File: config.mk
export PLATFORM = sky130hd
export DESIGN_NAME = alu_share_arbiter_flat
export DESIGN_NICKNAME = d
export VERILOG_FILES = /design/src/rtl/alu_share_arbiter_if.sv /design/src/rtl/alu_share_arbiter.sv /design/src/flat_wrapper.sv
export SDC_FILE = /design/constraint.sdc
export NUM_CORES = 1
export LEC_CHECK = 0
export CAP_MARGIN = 20
export CORE_UTILIZATION = 30
export DETAILED_ROUTE_END_ITERATION = 8
export PLACE_DENSITY = 0.72
export SLEW_MARGIN = 25
export SYNTH_ARGS = -nofsm -noshare
export SYNTH_HDL_FRONTEND = slang
export SYNTH_SLANG_ARGS = --single-unit
File: constraint.sdc
create_clock -name clk -period 8.2 [get_ports clk]
set_input_delay 2.05 -clock clk [delete_from_list [all_inputs] [get_ports clk]]
set_output_delay 2.05 -clock clk [all_outputs]
set_load 0.05 [all_outputs]
File: src/rtl/alu_share_arbiter_if.sv
// Request, ALU and response signals between two requesters, the shared-ALU arbiter and its consumer.
// The slave modport is the arbiter's view; the master modport is the surrounding environment.
interface alu_share_arbiter_if #(
    parameter int unsigned N = 32
);
    logic         req0_valid;
    logic         req0_ready;
    logic [N-1:0] req0_a;
    logic [N-1:0] req0_b;
    logic [2:0]   req0_op;

    logic         req1_valid;
    logic         req1_ready;
    logic [N-1:0] req1_a;
    logic [N-1:0] req1_b;
    logic [2:0]   req1_op;

    logic [N-1:0] alu_in0;
    logic [N-1:0] alu_in1;
    logic [2:0]   alu_sel;
    logic [N-1:0] alu_out;
    logic         alu_zero;

    logic         rsp_valid;
    logic         rsp_ready;
    logic         rsp_id;
    logic [N-1:0] rsp_result;
    logic         rsp_zero;
    logic         rsp_err;

    modport slave (
        input  req0_valid, req0_a, req0_b, req0_op,
        input  req1_valid, req1_a, req1_b, req1_op,
        input  alu_out, alu_zero, rsp_ready,
        output req0_ready, req1_ready,
        output alu_in0, alu_in1, alu_sel,
        output rsp_valid, rsp_id, rsp_result, rsp_zero, rsp_err
    );

    modport master (
        output req0_valid, req0_a, req0_b, req0_op,
        output req1_valid, req1_a, req1_b, req1_op,
        output alu_out, alu_zero, rsp_ready,
        input  req0_ready, req1_ready,
        input  alu_in0, alu_in1, alu_sel,
        input  rsp_valid, rsp_id, rsp_result, rsp_zero, rsp_err
    );
endinterface

File: src/rtl/alu_share_arbiter.sv
// Round-robin arbiter and sequencer sharing one combinational ALU between two requesters.
// Operands are registered onto the ALU, the result is captured one cycle later and returned tagged.
module alu_share_arbiter #(
    parameter int unsigned N = 32
) (
    input logic                 clk,
    input logic                 rst,
    alu_share_arbiter_if.slave  bus
);

    typedef enum logic [1:0] {
        IDLE = 2'd0,
        EXEC = 2'd1,
        RESP = 2'd2
    } state_t;

    state_t       state;
    state_t       state_nx;
    logic         prio;
    logic [N-1:0] a_q;
    logic [N-1:0] b_q;
    logic [2:0]   op_q;
    logic         id_q;

    logic         open_c;
    logic         gnt1_c;
    logic         acc0_c;
    logic         acc1_c;
    logic         accept_c;

    logic         rsp_valid_q;
    logic         rsp_id_q;
    logic [N-1:0] rsp_result_q;
    logic         rsp_zero_q;
    logic         rsp_err_q;

    always_ff @(posedge clk or posedge rst) begin
        if (rst) begin
            state <= IDLE;
        end else begin
            state <= state_nx;
        end
    end

    // Grant and next state; readies are held low throughout reset
    always_comb begin
        state_nx = state;
        open_c   = 1'b0;
        gnt1_c   = bus.req1_valid && (!bus.req0_valid || prio);
        case (state)
            IDLE:    open_c = 1'b1;
            RESP:    open_c = bus.rsp_ready;
            default: open_c = 1'b0;
        endcase
        if (rst) begin
            open_c = 1'b0;
        end
        acc1_c   = open_c && gnt1_c;
        acc0_c   = open_c && bus.req0_valid && !gnt1_c;
        accept_c = acc0_c || acc1_c;
        case (state)
            IDLE: begin
                if (accept_c) state_nx = EXEC;
            end
            EXEC: state_nx = RESP;
            RESP: begin
                if (bus.rsp_ready) state_nx = accept_c ? EXEC : IDLE;
            end
            default: state_nx = IDLE;
        endcase
    end

    // Operand capture and round-robin pointer update on each accept
    always_ff @(posedge clk or posedge rst) begin
        if (rst) begin
            prio <= 1'b0;
            a_q  <= '0;
            b_q  <= '0;
            op_q <= 3'b000;
            id_q <= 1'b0;
        end else if (accept_c) begin
            prio <= acc0_c;
            a_q  <= acc1_c ? bus.req1_a  : bus.req0_a;
            b_q  <= acc1_c ? bus.req1_b  : bus.req0_b;
            op_q <= acc1_c ? bus.req1_op : bus.req0_op;
            id_q <= acc1_c;
        end
    end

    // Result capture at the end of EXEC; illegal ops bypass the ALU output
    always_ff @(posedge clk or posedge rst) begin
        if (rst) begin
            rsp_valid_q  <= 1'b0;
            rsp_id_q     <= 1'b0;
            rsp_result_q <= '0;
            rsp_zero_q   <= 1'b0;
            rsp_err_q    <= 1'b0;
        end else begin
            rsp_valid_q <= (state_nx == RESP);
            if (state == EXEC) begin
                rsp_id_q <= id_q;
                if (op_q[2]) begin
                    rsp_result_q <= '0;
                    rsp_zero_q   <= 1'b0;
                    rsp_err_q    <= 1'b1;
                end else begin
                    rsp_result_q <= bus.alu_out;
                    rsp_zero_q   <= bus.alu_zero;
                    rsp_err_q    <= 1'b0;
                end
            end
        end
    end

    assign bus.req0_ready = acc0_c;
    assign bus.req1_ready = acc1_c;
    assign bus.alu_in0    = a_q;
    assign bus.alu_in1    = b_q;
    assign bus.alu_sel    = op_q;
    assign bus.rsp_valid  = rsp_valid_q;
    assign bus.rsp_id     = rsp_id_q;
    assign bus.rsp_result = rsp_result_q;
    assign bus.rsp_zero   = rsp_zero_q;
    assign bus.rsp_err    = rsp_err_q;

endmodule

File: src/flat_wrapper.sv
// flat-port wrapper written by rule: the top's interface ports become plain ports
module alu_share_arbiter_flat 
#(
    parameter int unsigned N = 32
)
  (clk, rst, bus_req0_valid, bus_req0_a, bus_req0_b, bus_req0_op, bus_req1_valid, bus_req1_a, bus_req1_b, bus_req1_op, bus_alu_out, bus_alu_zero, bus_rsp_ready, bus_req0_ready, bus_req1_ready, bus_alu_in0, bus_alu_in1, bus_alu_sel, bus_rsp_valid, bus_rsp_id, bus_rsp_result, bus_rsp_zero, bus_rsp_err);
  alu_share_arbiter_if #(.N(N)) bus_i ();
  input logic clk;
  input logic rst;
  input wire logic [$bits(bus_i.req0_valid)-1:0] bus_req0_valid;
  input wire logic [$bits(bus_i.req0_a)-1:0] bus_req0_a;
  input wire logic [$bits(bus_i.req0_b)-1:0] bus_req0_b;
  input wire logic [$bits(bus_i.req0_op)-1:0] bus_req0_op;
  input wire logic [$bits(bus_i.req1_valid)-1:0] bus_req1_valid;
  input wire logic [$bits(bus_i.req1_a)-1:0] bus_req1_a;
  input wire logic [$bits(bus_i.req1_b)-1:0] bus_req1_b;
  input wire logic [$bits(bus_i.req1_op)-1:0] bus_req1_op;
  input wire logic [$bits(bus_i.alu_out)-1:0] bus_alu_out;
  input wire logic [$bits(bus_i.alu_zero)-1:0] bus_alu_zero;
  input wire logic [$bits(bus_i.rsp_ready)-1:0] bus_rsp_ready;
  output wire logic [$bits(bus_i.req0_ready)-1:0] bus_req0_ready;
  output wire logic [$bits(bus_i.req1_ready)-1:0] bus_req1_ready;
  output wire logic [$bits(bus_i.alu_in0)-1:0] bus_alu_in0;
  output wire logic [$bits(bus_i.alu_in1)-1:0] bus_alu_in1;
  output wire logic [$bits(bus_i.alu_sel)-1:0] bus_alu_sel;
  output wire logic [$bits(bus_i.rsp_valid)-1:0] bus_rsp_valid;
  output wire logic [$bits(bus_i.rsp_id)-1:0] bus_rsp_id;
  output wire logic [$bits(bus_i.rsp_result)-1:0] bus_rsp_result;
  output wire logic [$bits(bus_i.rsp_zero)-1:0] bus_rsp_zero;
  output wire logic [$bits(bus_i.rsp_err)-1:0] bus_rsp_err;
  assign bus_i.req0_valid = bus_req0_valid;
  assign bus_i.req0_a = bus_req0_a;
  assign bus_i.req0_b = bus_req0_b;
  assign bus_i.req0_op = bus_req0_op;
  assign bus_i.req1_valid = bus_req1_valid;
  assign bus_i.req1_a = bus_req1_a;
  assign bus_i.req1_b = bus_req1_b;
  assign bus_i.req1_op = bus_req1_op;
  assign bus_i.alu_out = bus_alu_out;
  assign bus_i.alu_zero = bus_alu_zero;
  assign bus_i.rsp_ready = bus_rsp_ready;
  assign bus_req0_ready = bus_i.req0_ready;
  assign bus_req1_ready = bus_i.req1_ready;
  assign bus_alu_in0 = bus_i.alu_in0;
  assign bus_alu_in1 = bus_i.alu_in1;
  assign bus_alu_sel = bus_i.alu_sel;
  assign bus_rsp_valid = bus_i.rsp_valid;
  assign bus_rsp_id = bus_i.rsp_id;
  assign bus_rsp_result = bus_i.rsp_result;
  assign bus_rsp_zero = bus_i.rsp_zero;
  assign bus_rsp_err = bus_i.rsp_err;
  alu_share_arbiter #(.N(N)) u_core (.clk(clk), .rst(rst), .bus(bus_i));
endmodule
### Word level (Yosys, flattened, before mapping)

Cells that the tools add are included.

* muxes and demuxes: 12
* reductions and logical operators: 9
* equal/unequal tests: 3

Operators with widths (number)
* 32-bit 2-to-1 mux: 3
* 2-bit case mux with 3 select lines: 1
* 2-bit == test (second input constant): 2
* 1-bit logical AND: 4
* 1-bit 2-to-1 mux: 4
* 2-bit 2-to-1 mux: 2
* 3-bit 2-to-1 mux: 1
* 2-bit by 1-bit == test with 1-bit output (second input constant): 1
* 1-bit logical NOT: 2
* 2-bit logical NOT: 1
* 1-bit logical OR: 2
* 1-bit case mux with 2 select lines: 1

* register bits: 107
* output and inout port bits: 105
* word-level logic and storage cells: 35

### Logic depth before layout (Yosys ltp)

Gate-level depths: netlist of run 1.

* depth after elaboration: 10
* depth in mapped cells: 6
* depth with buffers taken out: 3

### Worst setup path after synthesis of run 1

Ideal clock, no wire load.

* kind: input to output
* start: input port bus_req0_valid
* end: output port bus_req1_ready
* path buffers: 2
* stages on the path: 4
* data required time: 6.150 ns
* path slack: 2.620 ns
* data arrival time: 3.530 ns
* cell sequence: nor2b_1 > buf_2 > clkbuf_1 > nor3_1

* cells in the longest elaborated chain, start to end: 4

RTL lines
* from (decl): line flat_wrapper.sv:10 `input wire logic [$bits(bus_i.req0_valid)-1:0] bus_req0_valid;`
* 1-bit logical NOT: line alu_share_arbiter.sv:49 `gnt1_c = bus.req1_valid && (!bus.req0_valid || prio);`
* 1-bit logical OR: line alu_share_arbiter.sv:49
* 1-bit logical AND: line alu_share_arbiter.sv:49
* 1-bit logical AND: line alu_share_arbiter.sv:58 `acc1_c = open_c && gnt1_c;`
* to (decl): line flat_wrapper.sv:22 `output wire logic [$bits(bus_i.req1_ready)-1:0] bus_req1_ready;`

No other way between the ends.

### Worst setup path after layout of run 1

* start: input port bus_req1_valid
* end: output port bus_req1_ready

* cells in the longest elaborated chain, start to end: 2

RTL lines
* from (decl): line flat_wrapper.sv:14 `input wire logic [$bits(bus_i.req1_valid)-1:0] bus_req1_valid;`
* 1-bit logical AND: line alu_share_arbiter.sv:49
* 1-bit logical AND: line alu_share_arbiter.sv:58

No other way between the ends.

==> impl_metrics.csv, run 1 <==
group,metric,value,unit
synthesis,synth_top_family_by_area,"compound AO/OA/AOI/OAI gates",
timing,fmaxAchievable,0.1515,GHz
placement,hpwlAfterDp,10700,µm
clock_tree,post_cts_buffers,0,
detailed_routing,drtAntennaViolNets,0,
min_path,min-delay-start,"u_core.bus.rsp_result[24]",
synthesis,synthAdderAreaFrac,0,%
timing,fin_skew,0.009562,ns
clock_tree,cts_htree_levels,3,
setup_path,path_max_fanout,69,
layout,fillCellCount,1402,
min_path,holdPathEnd,"u_core.bus.rsp_result[24]",
timing,max_slew_margin,36.52,%
layout,final_cell_mix,"276 x clkdlybuf4s50_1, 107 x dfrtp_1, 67 x o32ai_1",
detailed_routing,wl_per_cell,17.39,µm
setup_path,cp.required,6.15,ns
setup_path,cp-end-kind,"output pin",
detailed_routing,drtIter0Drc,128,
setup_path,reg2regPathDepth,4,
clock_tree,cts-root-buf,"clkbuf_16",
floorplan,start_util,30.62,%
floorplan,row_count,46,
setup_path,r2r_slack,6.18,ns
layout,drive_gt1_share,7.273,%
synthesis,synth_area,4846,µm²
timing,setup_ws,1.599,ns
synthesis,syn_avg_cell_area,11.79,µm²
synthesis,yosysWarnings,0,
synthesis,synth_ff_type,"dfrtp_1",
synthesis,synth_xor_xnor_area_share,0,%
power_and_ir_drop,p_leak,0.003048,µW
layout,insertedDiodeCount,0,
global_route,antenna_found_initial,0,
detailed_routing,drc_errors,0,
power_and_ir_drop,irDropWorstVdd,135.3,µV
layout,layout_commonest_cell,"clkdlybuf4s50_1",
synthesis,synth_mux_area_share,0.4648,%
timing,period_share,80.50,%
global_route,grt_pass1_wl,22550,µm
placement,io_buffer_count,276,
timing,finalSetupTns,0,ns
layout,final_core_util,50.83,%
floorplan,io_pins,277,
setup_path,criticalPathCategory,"in -> out",
synthesis,syn_nets,583,
timing,setup_viol,0,
layout,nets,827,
placement,pre_cts_slack,1.880,ns
clock_tree,clkLatencyLatePin,0.35,ns
timing,hold_viol,0,
min_path,holdPathStages,2,
clock_tree,numCtsBuffers,9,
clock_tree,path_clk_slew,0.07,ns
clock_tree,cts_tree,"yes",
synthesis,synth_cell_types,25,
global_route,grt_overflow,0,
detailed_routing,first_pass_iters,4,
synthesis,synth-simple-area-share,8.417,%
setup_path,cp.arrival,4.55,ns
power_and_ir_drop,power_density,318.3,nW/µm²
min_path,hp-class,"reg -> reg",
clock_tree,clockBufferDepth,2,
global_route,grt_max_degree,71,
timing,tightest_slew,0.9522,ns
timing,hold_ws,0.4808,ns
clock_tree,cts_resized,0,
synthesis,yosysSeqAreaShare,55.25,%
synthesis,synth_seq_cells,107,
global_route,grt.total_usage,17.43,%
timing,slew_violations,0,
detailed_routing,drt_wl_total,15240,µm
clock_tree,cts_hold_buf,0,
floorplan,dieArea,16670,µm²
floorplan,die_y,129.1,µm
detailed_routing,via_per_inst,5.054,
synthesis,syn_inst,411,
run_status,status,"finished clean",
timing,min_period,6.601,ns
layout,area_delta_synth_final,66.02,%
setup_path,start_kind,"input port",
clock_tree,cts_sinks,107,
detailed_routing,vias,4427,
placement,place.gp.congestion,0.7559,
synthesis,synth_compound_area_share,31.04,%
run,maxCapViolCount,0,
setup_path,r2r-start,"u_core.state[0]",
synthesis,synth_edf_count,0,
global_route,grt_pass1_vias,4342,
setup_path,worstReg2RegEnd,"u_core.bus.alu_in1[31]",
floorplan,die_w,129.1,µm
timing,rsz0062_at_grt,"false",
floorplan,fp.coreArea,15830,µm²
synthesis,async_flop_share,100.0,%
-- flip-flops by register name, indices dropped and copies added, names as in the netlist --
name,cells
u_core.state,2
u_core.id_q,1
u_core.bus.rsp_err,1
u_core.bus.rsp_zero,1
u_core.bus.alu_in0,32
u_core.bus.rsp_result,32
u_core.prio,1
u_core.bus.alu_sel,3
u_core.bus.alu_in1,32
u_core.bus.rsp_valid,1
u_core.bus.rsp_id,1
-- how the worst max path moves through the flow --
stage | start | to | cells past startpoint
finish | bus_req1_valid | bus_req1_ready | 4
global placement | bus_req1_valid | bus_req1_ready | 4
detailed placement | bus_req1_valid | bus_req1_ready | 4
global route | bus_req1_valid | bus_req1_ready | 4
CTS | bus_req1_valid | bus_req1_ready | 4
floorplan | bus_req0_valid | bus_req1_ready | 4
-- layer usage --
metal	track usage (%)	share of wire, %	vias to the layer above
li1	-	-	2070
met1	20.67	41	2151
met2	29.44	49	184
met3	5.491	8.6	22
met4	6.920	2.0	0
met5	0	0	-
-- worst max-delay path, stage by stage --
cell and delay [ns]:
clkdlybuf4s50_1 0.53, clkinv_2 0.72, nor3_1 0.40, clkdlybuf4s50_1 0.85
-- power by group --
group	internal [µW]	leakage (µW)	switching, µW
clock network	286	0.000160	189
logic	493	0.00165	808
registers	683	0.00124	103
total	1460	0.00305	1100
-- area by class of cell --
type	instances	area [µm²]	area share, %
clock buffer	13	260.3	3.235
tap	216	270.3	3.359
timing repair buffer	281	2800	34.81
inverter	2	11.26	0.1400
sequential	107	2678	33.28
clock inverter	3	68.82	0.8554
multi-input combinational	254	1957	24.32
-- metrics by stage --
step / total power (µW) / instances / area (µm²)
after detailed placement: 2101 / 860 / 7710
after floorplan: 1618 / 411 / 4846
after CTS: 2590 / 876 / 8039
after global placement: 2078 / 860 / 7710
final: 2561 / 876 / 8045
after global routing: 2674 / 876 / 8045
-- Yosys cell counts, types with 2 or more instances --
master	count	share of area [%]
mux2_2	2	0.46
buf_6	2	0.46
clkbuf_1	31	2.4
nand2b_1	35	4.5
o32ai_1	67	12
a2bb2oi_1	47	8.5
nor3_1	2	0.21
a2bb2oi_2	20	6.2
buf_2	10	1.0
nand2_1	34	2.6
buf_4	4	0.62
dfrtp_1	107	55
nor2_1	4	0.31
o21ai_0	35	3.6
-- cells by family (layout without fill, tap and decap cells) --
group / count (synthesis) / after routing
AND/OR/NAND/NOR: 79 / 79
multiplexers: 2 / 2
buffers and inverters: 50 / 299
AO/OA/AOI/OAI: 173 / 173
flip-flops: 107 / 107
Note: power is estimated with default switching activity, not from simulation.
==> run 2, diff against run 1 <==
Clock period 8.2 ns to 6.91 ns, I/O delays scaled along.
==> impl_metrics.csv, run 2 (same netlist as run 1, synthesis figures left out) <==
group,metric,value,unit
run_status,status,"finished clean",
setup_path,criticalPathCategory,"in -> out",
detailed_routing,wl_per_cell,17.35,µm
floorplan,start_util,30.62,%
detailed_routing,via_per_inst,5.107,
setup_path,start_kind,"input port",
layout,nets,829,
timing,min_period,5.227,ns
global_route,grt.total_usage,17.60,%
layout,fin_area,8036,µm²
global_route,grt_util_met2,29.32,%
placement,io_buffer_count,276,
placement,dpl_cell_area,7725,µm²
timing,hold_viol,0,
floorplan,io_pins,277,
detailed_routing,drc_errors,0,
timing,rsz0062_at_grt,"false",
power_and_ir_drop,power_density,373.8,nW/µm²
placement,pre_cts_slack,1.684,ns
timing,fmaxAchievable,0.1913,GHz
clock_tree,cts_hold_buf,0,
clock_tree,post_cts_buffers,0,
global_route,use_met1,21.49,%
min_path,hp-class,"reg -> reg",
clock_tree,clkLatencyLatePin,0.34,ns
run,maxCapViolCount,0,
layout,fillCellCount,1397,
layout,layout_commonest_cell,"clkdlybuf4s50_1",
clock_tree,path_clk_slew,0.07,ns
global_route,use_met3,4.500,%
global_route,grt_pass1_wl,22830,µm
timing,fin_skew,0.005262,ns
layout,final_cell_mix,"276 x clkdlybuf4s50_1, 107 x dfrtp_1, 67 x o32ai_1",
detailed_routing,drtAntennaViolNets,0,
global_route,grt_overflow,0,
detailed_routing,drt_wl_total,15230,µm
clock_tree,cts_sinks,107,
clock_tree,cts_resized,0,
placement,place.gp.congestion,0.7434,
layout,drive_gt1_share,7.855,%
timing,slew_violations,0,
setup_path,cp.arrival,3.50,ns
detailed_routing,vias,4484,
detailed_routing,drtIter0Drc,173,
global_route,grt_max_degree,71,
global_route,busiest_layer,"met2",
floorplan,dieArea,16670,µm²
setup_path,path_max_fanout,4,
setup_path,cp-end-kind,"output pin",
floorplan,row_count,46,
timing,finalSetupTns,0,ns
layout,insertedDiodeCount,0,
timing,max_slew_margin,41.67,%
power_and_ir_drop,p_leak,0.003043,µW
clock_tree,clockBufferDepth,2,
timing,period_share,75.64,%
global_route,antenna_found_initial,0,
floorplan,fp.coreArea,15830,µm²
clock_tree,cts-root-buf,"clkbuf_16",
clock_tree,numCtsBuffers,9,
detailed_routing,first_pass_iters,4,
floorplan,die_y,129.1,µm
global_route,grt_pass1_vias,4351,
floorplan,die_w,129.1,µm
timing,setup_viol,0,
layout,area_delta_synth_final,65.84,%
clock_tree,cts_htree_levels,3,
clock_tree,cts_tree,"yes",
setup_path,cp.required,5.18,ns
timing,tightest_slew,0.8749,ns
power_and_ir_drop,irDropWorstVdd,203.2,µV
placement,hpwlAfterDp,10830,µm
timing,setup_ws,1.683,ns
[run 2: metrics by stage]
stage,power (µW),cells,utilization [%],hold WS (ns)
3_3_place_gp,2466,862,48.81,0.4628
5_1_grt,3145,878,50.77,0.5139
4_1_cts,3038,878,50.77,0.4900
2_1_floorplan,1920,411,-,0.4560
6_report,3004,878,50.77,0.4853
3_5_place_dp,2494,862,48.81,0.4735
[run 2: power by group]
part / internal (µW) / switching, µW / leakage (µW)
sequential: 810 / 124 / 0.00124
clock: 295 / 232 / 0.000150
combinational: 585 / 958 / 0.00165
total: 1690 / 1310 / 0.00304
[run 2: cell type report]
cell class / instances / area [µm²] / share of cell area [%]
tap: 216 / 270.3 / 3.363
clock buffer: 10 / 239.0 / 2.974
sequential: 107 / 2678 / 33.32
timing repair buffer: 283 / 2815 / 35.03
multi-input combinational: 254 / 1952 / 24.29
inverter: 2 / 10.01 / 0.1246
clock inverter: 6 / 72.57 / 0.9030
[run 2: routing by layer]
layer | vias to the layer above | wire length (µm) | share of wire [%]
met2 | 191 | 7279 | 48
met4 | 0 | 426 | 2.8
met5 | - | 0 | 0
li1 | 2075 | - | -
met1 | 2187 | 6323 | 42
met3 | 31 | 1202 | 7.9
[run 2: path summary, 6_finish.rpt]
kind                                              to  cells after the start                      start  slack [ns]
setup reg to reg              u_core.bus.alu_in1[28]                      4            u_core.state[0]        4.82
max in group asynchronous  u_core.bus.rsp_result[23]                      3                        rst        3.86
hold reg to reg            u_core.bus.rsp_result[19]                      2  u_core.bus.rsp_result[19]        0.49
min in group asynchronous                u_core.prio                      2                        rst        1.89
hold / removal             u_core.bus.rsp_result[19]                      2  u_core.bus.rsp_result[19]        0.49
setup / recovery                      bus_req1_ready                      5              bus_rsp_ready        1.68
[run 2: worst max-delay path, stage by stage]
cell	delay, ns
clkdlybuf4s50_1	0.47
nand2b_1	0.18
nand2_1	0.11
nor3_1	0.17
clkdlybuf4s50_1	0.83
==> edit 1: new RTL, flow settings as in run 2 <==
Re-encode `state_t` (3 states) as one-hot, 3 bits wide.
--- a/src/rtl/alu_share_arbiter.sv
+++ b/src/rtl/alu_share_arbiter.sv
@@ -8,10 +8,10 @@
     alu_share_arbiter_if.slave  bus
 );
 
-    typedef enum logic [1:0] {
-        IDLE = 2'd0,
-        EXEC = 2'd1,
-        RESP = 2'd2
+    typedef enum logic [2:0] {
+        IDLE = 3'b001,
+        EXEC = 3'b010,
+        RESP = 3'b100
     } state_t;
 
     state_t       state;
Formal check against the unedited RTL: same outputs for any inputs over 4 cycles, from zero or initial values and one cycle with rst high; so few cycles prove little.
==> edit 1 against run 2 <==
Design area decreased by 0.58%. Register-to-register slack got worse by 0.13 ns. Area after synthesis decreased by 1.3%. Wire length increased by 2.9%. Synthesized cell count increased by 1.9%. Core utilization increased by 1.2 points. Total power increased by 24%. Maximum frequency decreased by 11%. Worst setup slack got worse by 0.63 ns. Clock skew increased by 0.0020 ns. Via count increased by 0.49%. Combinational power increased by 40%. Sequential cell count increased by 1. Largest power group unchanged. Highest routed layer unchanged.
==> edit 1: results (changes against run 2) <==
- The launching point of the worst reg2reg path is u_core.state[0].
- The biggest fanout along the worst timing path is 45 (+41).
- The placer's final routability congestion estimate is 0.766 (+3.0%).
- The clock skew after layout is 0.00723 ns (+0.00197 ns).
- The post-CTS setup buffer count came to 0 (unchanged).
- The final number of setup-violating endpoints came to 0 (unchanged).
- The end point of the critical path is bus_req0_ready.
- The number of nets in the synthesized netlist is 591 (+1.4%).
- The fraction of layout cells with a size suffix above 1 is 0.0446 (-0.0339).
- The number of gates given a new drive strength after cts was 0 (unchanged).
- The share of synthesized registers carrying an async set or reset is 1.00 (unchanged).
- The worst-case register-to-register setup slack was 4.69 ns (-0.13 ns).
- The met2 routing resource usage after global routing is 0.342 (+0.0490).
- The H-tree depth came to 3 (unchanged).
- The leading register cell type out of synthesis is sky130_fd_sc_hd__dfrtp_1.
- The routed via count is 4506 (+0.49%).
- The cell with the largest stage delay on the worst path is sky130_fd_sc_hd__clkdlybuf4s50_1.
- The terminus of the critical flop-to-flop path is u_core.bus.alu_in1[9].
- The DRC marker count from the first detailed-route iteration is 211 (+22%).
- The clock-pin slew on the worst setup and hold paths is 0.07 ns (about the same).
- The post-DP HPWL was 11.2 mm (+3.8%).
- The synthesis warning total came to 0 (unchanged).
- Tracing the worst setup path back leads to its startpoint at rst.
- The detailed-route wire length per cell is 17.7 um (+2.3%).
- The leakage power of the design came to 3.06 nW (+0.46%).
- The number of global-route vias before repair is 4662 (+7.1%).
- The largest net degree at the start of global routing is 70 (-1.4%).
- The worst reg-to-reg path cell count is 4 (unchanged).
- The total routing resource utilization after global routing is 0.189 (+0.0129).
- The number of antenna cells inserted is 0 (unchanged).
- The portion of the post-synthesis area used by sequential elements came to 0.565 (+0.0127).
- The number of buffers created by CTS was 9 (unchanged).
- The largest incremental delay on the critical path is 0.81 ns (-0.02 ns).
- The worst hold path class is reg2reg.
- The met3 routing resource usage after global routing is 0.0305 (-0.0145).
- The peak supply drop is 0.246 mV (+21%).
- The number of optimization iterations in the first detailed-route pass was 4 (unchanged).
- The data arrival time at the worst-slack endpoint is 4.12 ns (+0.62 ns).
- After synthesis, the cell types taking the most area are sky130_fd_sc_hd__dfrtp_1 (56%), sky130_fd_sc_hd__a2bb2oi_1 (12%), sky130_fd_sc_hd__o32ai_1 (12%).
- The buffer levels on the longest clock path is 2 (unchanged).
- The clock network latency to the later pin of the worst-skew pair is 0.34 ns (about the same).
- CTS placed an instance of sky130_fd_sc_hd__clkbuf_16 at the clock tree root.
- The number of port buffers came to 276 (unchanged).
- The global routing usage on met1 was 0.227 (+0.0119).
- The flow ran to the end, and the final reports show no timing, DRC or antenna violations.
- The layout net count is 839 (+1.2%).
- The worst slew margin relative to its limit is 0.384 (-0.0330).
- The first-pass GRT wire length is 24.4 mm (+6.7%).
- The initial antenna violation count is 0 (unchanged).
- Counting instances in the post-synthesis netlist gives the leading cell types as sky130_fd_sc_hd__dfrtp_1 (107), sky130_fd_sc_hd__a2bb2oi_1 (67), sky130_fd_sc_hd__o32ai_1 (67).
- The count of unique library cells instantiated by Yosys is 34 (+36%).
[edit 1: cell types whose count changed after synthesis, moves of 2 or more]
cell,before,now
sky130_fd_sc_hd__clkbuf_1,31,33
sky130_fd_sc_hd__nor3_1,2,0
sky130_fd_sc_hd__a2bb2oi_1,47,67
sky130_fd_sc_hd__nor3b_1,0,2
sky130_fd_sc_hd__inv_1,1,3
sky130_fd_sc_hd__a2bb2oi_2,20,0
sky130_fd_sc_hd__buf_4,4,1
[edit 1: through the flow]
step                      setup slack [ns]   util  cell area [sq um]  std cells  hold WS, ns
final                                 1.06  0.520               7990        883        0.483
after global routing                 0.980  0.520               7990        883        0.499
after CTS                             1.05  0.520               7990        883        0.486
after detailed placement              1.05  0.501               7690        867        0.470
after global placement                1.09  0.500               7680        866        0.462
after floorplan                       1.59      -               4780        419        0.460
[edit 1: how the worst min path moves through the flow]
stage,startpoint,to,slack (ns),cells past startpoint
after floorplan,u_core.state[1],u_core.state[0],0.46,1
after global placement,u_core.bus.rsp_result[12],u_core.bus.rsp_result[12],0.46,2
after detailed placement,u_core.bus.rsp_result[1],u_core.bus.rsp_result[1],0.47,2
after CTS,u_core.bus.rsp_result[0],u_core.bus.rsp_result[0],0.49,2
after global routing,u_core.bus.rsp_result[1],u_core.bus.rsp_result[1],0.50,2
final,u_core.bus.rsp_result[1],u_core.bus.rsp_result[1],0.48,2
[edit 1: logic make-up (layout without fill, tap and decap cells)]
group                  after synthesis  count (layout)  synth area share
AOI/OAI and AO/OA                  180             180             0.301
DFF                                108             108             0.565
and+or+nand+nor                     79              79            0.0848
buffers and inverters               51             304            0.0466
muxes                                1               1           0.00235
[edit 1: critical path, delay by kind of cell]
family	cells	cell delay, ns
buf+inv	3	1.70
simple gates	2	0.51
compound gates	1	0.16
[edit 1: layout make-up]
cell class	count	area, sq um
Fill cell	1358	7380
Clock buffer	13	250
Clock inverter	3	46.3
Inverter	4	17.5
Tap cell	211	264
Multi-Input combinational cell	260	1880
Timing Repair Buffer	284	2830
Sequential cell	108	2700
[edit 1: power breakdown]
group | total (mW) | switching (mW) | internal, mW
Combinational | 2.15 | 1.35 | 0.798
Clock | 0.518 | 0.226 | 0.293
Sequential | 1.07 | 0.173 | 0.894
Total | 3.73 | 1.75 | 1.98
[edit 1: routing by layer]
layer,part of all wire,wire length [um],vias up
met5,0,0,-
met1,0.42,6540,2231
met2,0.52,8110,147
li1,-,-,2112
met3,0.049,761,16
met4,0.016,249,0
==> edit 2: new RTL, settings of run 2 <==
Made on the original files. `N` is set to 32 in 3 places; all go to 16.
--- a/src/rtl/alu_share_arbiter_if.sv
+++ b/src/rtl/alu_share_arbiter_if.sv
@@ -1,7 +1,7 @@
 // Request, ALU and response signals between two requesters, the shared-ALU arbiter and its consumer.
 // The slave modport is the arbiter's view; the master modport is the surrounding environment.
 interface alu_share_arbiter_if #(
-    parameter int unsigned N = 32
+    parameter int unsigned N = 16
 );
     logic         req0_valid;
     logic         req0_ready;
--- a/src/rtl/alu_share_arbiter.sv
+++ b/src/rtl/alu_share_arbiter.sv
@@ -1,7 +1,7 @@
 // Round-robin arbiter and sequencer sharing one combinational ALU between two requesters.
 // Operands are registered onto the ALU, the result is captured one cycle later and returned tagged.
 module alu_share_arbiter #(
-    parameter int unsigned N = 32
+    parameter int unsigned N = 16
 ) (
     input logic                 clk,
     input logic                 rst,
--- a/src/flat_wrapper.sv
+++ b/src/flat_wrapper.sv
@@ -1,7 +1,7 @@
 // flat-port wrapper written by rule: the top's interface ports become plain ports
 module alu_share_arbiter_flat 
 #(
-    parameter int unsigned N = 32
+    parameter int unsigned N = 16
 )
   (clk, rst, bus_req0_valid, bus_req0_a, bus_req0_b, bus_req0_op, bus_req1_valid, bus_req1_a, bus_req1_b, bus_req1_op, bus_alu_out, bus_alu_zero, bus_rsp_ready, bus_req0_ready, bus_req1_ready, bus_alu_in0, bus_alu_in1, bus_alu_sel, bus_rsp_valid, bus_rsp_id, bus_rsp_result, bus_rsp_zero, bus_rsp_err);
   alu_share_arbiter_if #(.N(N)) bus_i ();
Interface: changed (8 resized); port bits go from 277 to 149. The function was not compared with the original's and may differ.
==> edit 2 against run 2 <==
Area after synthesis is 42% lower. Worst setup slack worse by 0.28 ns. Wire length decreased by 51%. Count of clock-buffer cells in the layout grew 3. Total power is 45% lower. Sequential cell count down 48. Clock skew barely moved. Sequential power decreased by 44%. Combinational power shrank 44%. Critical path depth is 1 lower. Design area is 44% lower.
==> edit 2: results (changes against run 2) <==
- The run finished with clean final reports.
- The layout net count is 457 (-45%).
- The leakage power of the design is 1.71 nW (-44%).
- The total routing resource utilization after global routing is 0.160 (-0.0159).
- The share of total power in combinational logic is 0.517 (+0.003).
- The clock skew after layout was 0.00569 ns (+0.000423 ns).
- The number of port buffers is 148 (-46%).
- The DRC marker count from the first detailed-route iteration came to 86 (-50%).
- The placer's final routability congestion estimate is 0.785 (+5.6%).
- The peak supply drop is 0.143 mV (-30%).
- The gate family responsible for the most delay along the worst path is buffers and inverters.
- The share of synthesized registers carrying an async set or reset is 1.00 (unchanged).
- The number of nets in the synthesized netlist was 317 (-46%).
- The cell with the largest stage delay on the worst path is sky130_fd_sc_hd__clkdlybuf4s50_1.
- The internal power consumption is 0.946 mW (-44%).
- The cell sitting at the root of the clock tree is a sky130_fd_sc_hd__clkbuf_8.
- The clock network latency to the later pin of the worst-skew pair is 0.32 ns (-0.02 ns).
- The worst min-delay path startpoint is u_core.bus.rsp_result[4].
- The routed via count was 2414 (-46%).
- The cell area reported after detailed placement is 4350 sq um (-44%).
- The most critical setup path has its startpoint at bus_req1_valid.
- The post-DP HPWL came to 5.19 mm (-52%).
- The largest net degree at the start of global routing was 60 (-15%).
- The detailed-route wire length per cell is 15.6 um (-10%).
- The final cell count without fillers is 477 (-46%).
- The synthesized instance count came to 225 (-45%).
- The total power density per cell area is 368 nW/um^2 (-1.4%).
- The portion of the post-synthesis area used by sequential elements was 0.526 (-0.0267).
- The fraction of layout cells with a size suffix above 1 is 0.154 (+0.0759).
- Ranked by total cell area, the synthesized netlist is headed by sky130_fd_sc_hd__dfrtp_1 (53%), sky130_fd_sc_hd__a2bb2oi_2 (16%), sky130_fd_sc_hd__o32ai_1 (11%).
- The number of optimization iterations in the first detailed-route pass is 6 (+2).
- The first-pass GRT wire length is 12.3 mm (-46%).
- The biggest fanout along the worst timing path is 37 (+33).
- The number of global-route vias before repair is 2488 (-43%).
- The number of fill cells in the layout is 805 (-42%).
- Ranked by instance count, the synthesized netlist is headed by sky130_fd_sc_hd__dfrtp_1 (59), sky130_fd_sc_hd__o32ai_1 (35), sky130_fd_sc_hd__a2bb2oi_2 (29).
- The worst slew margin relative to its limit is 0.499 (+0.0818).
- The count of unique library cells instantiated by Yosys is 24 (-4.0%).
- The clock power share was 0.170 (-0.005).
- The setup slack after placement is 1.21 ns (-0.469 ns).
- The largest incremental delay on the critical path is 0.72 ns (-0.11 ns).
-- edit 2: cell count changes after synthesis, moves of 17 or more --
| cell | change |
|---|---|
| sky130_fd_sc_hd__o21ai_0 | -17 |
| sky130_fd_sc_hd__o32ai_1 | -32 |
| sky130_fd_sc_hd__dfrtp_1 | -48 |
| sky130_fd_sc_hd__a2bb2oi_1 | -41 |
| sky130_fd_sc_hd__clkbuf_1 | -18 |
-- edit 2: final cells by class --
class                           count  area [sq um]  area share
Clock inverter                      2          10.0     0.00221
Clock buffer                       13           169      0.0373
Inverter                            2          7.51     0.00166
Timing Repair Buffer              152          1510       0.334
Sequential cell                    59          1480       0.326
Tap cell                          108           135      0.0299
Multi-Input combinational cell    141          1210       0.269
-- edit 2: final timing paths --
check	end	slack, ns	cells after the start
setup / recovery	bus_req0_ready	1.40	4
hold / removal	u_core.bus.rsp_result[4]	0.48	2
setup reg to reg	u_core.bus.alu_sel[0]	5.29	3
hold reg to reg	u_core.bus.rsp_result[4]	0.48	2
max in group asynchronous	u_core.state[1]	4.29	3
min in group asynchronous	u_core.bus.rsp_valid	2.10	3
-- edit 2: layer usage --
layer | share of wire | up-vias | global-route usage
met3 | 0.074 | 9 | 0.0489
met2 | 0.47 | 108 | 0.264
met1 | 0.44 | 1155 | 0.198
li1 | - | 1142 | -
met5 | 0 | - | 0
met4 | 0.013 | 0 | 0.0586
-- edit 2: kinds of logic after synthesis --
kind of cell           Yosys count  share of synthesized area
AO/OA/AOI/OAI                   93                      0.328
buffers and inverters           25                     0.0455
flip-flops                      59                      0.526
multiplexers                     2                    0.00802
AND/OR/NAND/NOR                 46                     0.0927
